--- config.mk ---
export PLATFORM = sky130hd
export DESIGN_NAME = motors_pulse_executor
export DESIGN_NICKNAME = d
export VERILOG_FILES = /design/src/rtl/motors_pulse_executor.sv
export SDC_FILE = /design/constraint.sdc
export NUM_CORES = 1
export LEC_CHECK = 0
export CAP_MARGIN = 20
export CORE_MARGIN = 1
export CORE_UTILIZATION = 55
export DETAILED_ROUTE_END_ITERATION = 16
export PLACE_DENSITY = 0.78
export SYNTH_ARGS = -nofsm -noshare
export SYNTH_HDL_FRONTEND = slang
export SYNTH_SLANG_ARGS = --single-unit
export TNS_END_PERCENT = 50
--- constraint.sdc ---
create_clock -name clk -period 5.35 [get_ports clk]
set_input_delay 1.07 -clock clk [delete_from_list [all_inputs] [get_ports clk]]
set_output_delay 1.07 -clock clk [all_outputs]
set_load 0.01 [all_outputs]
--- src/rtl/motors_pulse_executor.sv ---
// motors_pulse_executor
//   Executes one pen-plotter move: latches signed X/Y pulse counts and a pen
//   servo position, waits a direction setup time, then emits |x| and |y| step
//   pulses in lockstep (both axes share the same step period; the shorter axis
//   simply stops early) and pulses done once.
//
// Ports
//   clk          system clock, all state on rising edge
//   reset        asynchronous active-low reset
//   pulse_num_x  signed X pulse count (two's complement)
//   pulse_num_y  signed Y pulse count (two's complement)
//   servo_pos    requested pen servo position
//   trigger      command strobe, only looked at while rdy=1
//   rdy          high while idle; a trigger in this cycle is accepted
//   done         one-cycle pulse when a command completes
//   step_x/y     registered stepper pulse lines
//   dir_x/y      latched direction, 1 = negative count
//   servo_out    latched servo position
module motors_pulse_executor #(
  parameter int PULSE_NUM_X_BITS   = 16,
  parameter int PULSE_NUM_Y_BITS   = 16,
  parameter int HALF_PERIOD_CYCLES = 50,
  parameter int DIR_SETUP_CYCLES   = 4
) (
  input  logic                        clk,
  input  logic                        reset,
  input  logic [PULSE_NUM_X_BITS-1:0] pulse_num_x,
  input  logic [PULSE_NUM_Y_BITS-1:0] pulse_num_y,
  input  logic                        servo_pos,
  input  logic                        trigger,
  output logic                        rdy,
  output logic                        done,
  output logic                        step_x,
  output logic                        step_y,
  output logic                        dir_x,
  output logic                        dir_y,
  output logic                        servo_out
);

  localparam int XB = PULSE_NUM_X_BITS;
  localparam int YB = PULSE_NUM_Y_BITS;
  localparam int HW = (HALF_PERIOD_CYCLES > 1) ? $clog2(HALF_PERIOD_CYCLES) : 1;
  localparam int SW = (DIR_SETUP_CYCLES > 1) ? $clog2(DIR_SETUP_CYCLES) : 1;
  localparam logic [HW-1:0] HALF_LAST  = HW'(HALF_PERIOD_CYCLES - 1);
  localparam logic [SW-1:0] SETUP_LAST = SW'(DIR_SETUP_CYCLES - 1);

  typedef enum logic [1:0] {IDLE, SETUP, RUN, FINISH} state_t;

  state_t        state_reg, state_next;
  logic [XB-1:0] rem_x_reg, rem_x_next;
  logic [YB-1:0] rem_y_reg, rem_y_next;
  logic [HW-1:0] half_cnt_reg, half_cnt_next;
  logic [SW-1:0] setup_cnt_reg, setup_cnt_next;
  logic          phase_reg, phase_next;
  logic          dir_x_reg, dir_x_next;
  logic          dir_y_reg, dir_y_next;
  logic          servo_reg, servo_next;
  logic          step_x_reg, step_x_next;
  logic          step_y_reg, step_y_next;

  always_ff @(posedge clk or negedge reset) begin
    if (!reset) begin
      state_reg     <= IDLE;
      rem_x_reg     <= '0;
      rem_y_reg     <= '0;
      half_cnt_reg  <= '0;
      setup_cnt_reg <= '0;
      phase_reg     <= 1'b0;
      dir_x_reg     <= 1'b0;
      dir_y_reg     <= 1'b0;
      servo_reg     <= 1'b0;
      step_x_reg    <= 1'b0;
      step_y_reg    <= 1'b0;
    end else begin
      state_reg     <= state_next;
      rem_x_reg     <= rem_x_next;
      rem_y_reg     <= rem_y_next;
      half_cnt_reg  <= half_cnt_next;
      setup_cnt_reg <= setup_cnt_next;
      phase_reg     <= phase_next;
      dir_x_reg     <= dir_x_next;
      dir_y_reg     <= dir_y_next;
      servo_reg     <= servo_next;
      step_x_reg    <= step_x_next;
      step_y_reg    <= step_y_next;
    end
  end

  always_comb begin
    state_next     = state_reg;
    rem_x_next     = rem_x_reg;
    rem_y_next     = rem_y_reg;
    half_cnt_next  = half_cnt_reg;
    setup_cnt_next = setup_cnt_reg;
    phase_next     = phase_reg;
    dir_x_next     = dir_x_reg;
    dir_y_next     = dir_y_reg;
    servo_next     = servo_reg;

    case (state_reg)
      IDLE: begin
        if (trigger) begin
          // Negation is done at full input width and kept unsigned, so the
          // most negative input maps to 2^(N-1) without overflow.
          rem_x_next     = pulse_num_x[XB-1] ? ({XB{1'b0}} - pulse_num_x) : pulse_num_x;
          rem_y_next     = pulse_num_y[YB-1] ? ({YB{1'b0}} - pulse_num_y) : pulse_num_y;
          dir_x_next     = pulse_num_x[XB-1];
          dir_y_next     = pulse_num_y[YB-1];
          servo_next     = servo_pos;
          setup_cnt_next = '0;
          state_next     = SETUP;
        end
      end
      SETUP: begin
        if (setup_cnt_reg == SETUP_LAST) begin
          half_cnt_next = '0;
          phase_next    = 1'b1;
          state_next    = (rem_x_reg == '0 && rem_y_reg == '0) ? FINISH : RUN;
        end else begin
          setup_cnt_next = setup_cnt_reg + SW'(1);
        end
      end
      RUN: begin
        if (half_cnt_reg == HALF_LAST) begin
          half_cnt_next = '0;
          phase_next    = ~phase_reg;
          // A full step period ends with its low phase: retire one pulse.
          if (!phase_reg) begin
            if (rem_x_reg != '0) rem_x_next = rem_x_reg - XB'(1);
            if (rem_y_reg != '0) rem_y_next = rem_y_reg - YB'(1);
            if (rem_x_next == '0 && rem_y_next == '0) state_next = FINISH;
          end
        end else begin
          half_cnt_next = half_cnt_reg + HW'(1);
        end
      end
      FINISH: state_next = IDLE;
      default: state_next = IDLE;
    endcase

    // Steps are computed from next-state values and registered, so the pin
    // changes exactly at the edge where the phase/count changes.
    step_x_next = (state_next == RUN) && phase_next && (rem_x_next != '0);
    step_y_next = (state_next == RUN) && phase_next && (rem_y_next != '0);
  end

  assign rdy       = (state_reg == IDLE);
  assign done      = (state_reg == FINISH);
  assign step_x    = step_x_reg;
  assign step_y    = step_y_reg;
  assign dir_x     = dir_x_reg;
  assign dir_y     = dir_y_reg;
  assign servo_out = servo_reg;

endmodule

==> results.tsv <==
metric	value	unit
status	complete, no violations	
grt_usage	33.1	%
slew_headroom	39.5	%
r2r_start	half_cnt_reg[1]$_DFFE_PN0P_	
cts.hold.buffers_added	0	
design_area	0.00472	mm^2
gp_congestion	0.913	
crit_chain	inv_1, ha_1, nor4bb_1, a31oi_1, nor2_1, o21ai_0, a211o_1, nor4_1, and4_1, nor3_2	
ios	43	
num_vias	4324	
cp_top_family	simple AND/OR/NAND/NOR gates	
grt_antenna_before_repair	0	
drtIter0Drc	431	
htreeDepth	2	
syn-cell-area	0.00417	mm^2
ant_nets	0	
synthFlopType	dfrtp_1	
min_period	3.72	ns
final_layout_size_suffix_gt1_share	6.83	%
cts.sinks	48	
diodes	0	
num_rows	31	
synth_top_family_by_area	simple AND/OR/NAND/NOR gates	
post_cts_buffers	0	
clk_pin_slew_worst_paths	0.11	ns
cts_buffers	5	
synth-edff-count	0	
critPathBufInv	1	
dr.pass1.iters	5	
area_growth	13.2	%
crit_arrival	3.93	ns
met2_usage	49.1	%
crit_required	5.56	ns
slowest_delay	0.77	ns
busiest_layer	met2	
hold_path_class	reg2reg	
power_density	485	mW/mm^2
cts_tree	yes	
setup_tns	0	ns
wl_per_cell	19.7	um
hold_violations	0	
die_area	0.00794	mm^2
start_util	57.2	%
rsz0062_at_grt	false	
yosysWarnings	0	
avgSynthCellArea	8.07	um^2
synth_common_cells	50 x nand2_1, 48 x dfrtp_1, 48 x o21ai_0	
yosysMostFrequentCell	nand2_1	
whs_path_depth	2	
die_x	89.1	um
reg2regPathDepth	10	
grt_pass1_wl	20.0	mm
synth_compound_area_share	26.5	%
routed_via_density	6.75	
cts_resized	0	
r2r_end	step_x$_DFF_PN0_	
synth_nets	566	
max_freq	0.269	GHz
dpl_cell_area	0.00461	mm^2
vdd_drop_max	0.000267	V
grt_util_met3	6.37	%
synthSimpleGateAreaFrac	27.9	%
grtUsageMet1	47.6	%
grt_pass1_vias	3999	
p_leak	0.00182	uW
netlist.area_leader.share	28.8	%
muxShareOfSynthArea	1.26	%
clock_latency	0.33	ns
rrSetupSlack	1.63	ns
hpwl	9.13	mm
worst_pin_slew	0.895	ns
worstSetupStartpointType	flip-flop	
crit_path_max_fanout	10	
drc_errors	0	
coreArea	0.00729	mm^2
ys_types	66	
ys_seq_elements	48	
cts_buffer_depth	2	
slowest_stage	nor4bb_1	
yosysTopAreaCell	dfrtp_1	
grt_max_degree	49	
drv_cap	0	
total_power	2290	uW
criticalPathCategory	reg2reg	
end_kind	flip-flop	
netlist_instances	517	
drv_slew	0	
fin_skew	0.0164	ns
fillCellCount	673	
yosys.area_share.xor_xnor	6.72	%
async_flop_share	100	%
setup_viol	0	
final_nets	590	
ys_top_cells_by_area	dfrtp_1 29%, o21ai_0 5.8%, nand2_1 4.5%	
ys_seq_area_share	28.8	%
synthAdderAreaFrac	3.90	%
cts_root_buf	clkbuf_8	
holdPathEnd	servo_out$_DFFE_PN0P_	
die_h	89.1	um
numPortBuffers	42	
grt_overflow	0	
finalCritPeriodShare	69.5	%
routed_wl	12.6	mm
hold_start	servo_out$_DFFE_PN0P_	
[metal layers]
metal  share of wire (%)  wire (um)
met2                  45       5620
met3                 8.6       1090
met5                   0          0
met4                 2.1        268
met1                  45       5630
[report_power, final]
part | leakage (uW) | switching (uW) | internal (uW)
Combinational | 0.00116 | 808 | 520
Sequential | 0.000622 | 230 | 493
Clock | 0.0000404 | 143 | 93.0
[cell usage in the layout, fill, tap and decap left out, drive strengths merged, types with 16 or more instances in the layout]
| master | instances |
|---|---|
| nor2 | 26 |
| xnor2 | 16 |
| clkdlybuf4s50 | 41 |
| nand2 | 50 |
| nand3 | 16 |
| xor2 | 16 |
| o21ai | 49 |
| nor3 | 24 |
| a21oi | 22 |
| dfrtp | 48 |
| nor4 | 21 |
| inv | 18 |
[kinds of logic (layout without fill, tap and decap cells)]
| family | after synthesis | after routing |
|---|---|---|
| AND/OR/NAND/NOR | 211 | 211 |
| AO/OA/AOI/OAI | 159 | 159 |
| buffers and inverters | 49 | 74 |
| flip-flops | 48 | 48 |
| XOR/XNOR | 32 | 32 |
| adder cells (fa/ha/maj) | 13 | 13 |
| multiplexers | 5 | 5 |
[tightest hold or removal path: stages, from the launching register on]
cell and delay [ns]:
dfrtp_1 0.36, nand2_1 0.05, nand2_1 0.06
[worst max-delay path by stage]
stage                                startpoint               end  slack [ns]  cells after the start
detailed placement               pulse_num_y[0]  step_y$_DFF_PN0_        1.41                     11
CTS                 half_cnt_reg[1]$_DFFE_PN0P_  step_x$_DFF_PN0_        1.72                     10
global placement                 pulse_num_y[0]  step_y$_DFF_PN0_        1.55                     11
finish              half_cnt_reg[1]$_DFFE_PN0P_  step_x$_DFF_PN0_        1.63                     10
global route        half_cnt_reg[1]$_DFFE_PN0P_  step_x$_DFF_PN0_        1.29                     10
floorplan                        pulse_num_y[4]  step_y$_DFF_PN0_        2.13                      9
[area by class of cell]
type                            count  area (um^2)  area share (%)
Sequential cell                    48         1200            25.4
Timing Repair Buffer               48          473            10.0
Multi-Input combinational cell    420         2760            58.5
Clock buffer                        5         68.8            1.46
Clock inverter                      3         23.8           0.504
Tap cell                           99          124            2.62
Inverter                           18         67.6            1.43
[metrics by stage]
step	hold WS, ns	cells	utilization [%]	worst slack [ns]
finish	0.491	641	64.7	1.63
global route	0.511	641	64.7	1.29
CTS	0.492	640	64.5	1.72
detailed placement	0.470	632	63.2	1.41
global placement	0.461	632	63.2	1.55
floorplan	0.442	517	-	2.13
No activity file was read; power rests on OpenSTA's default activity.
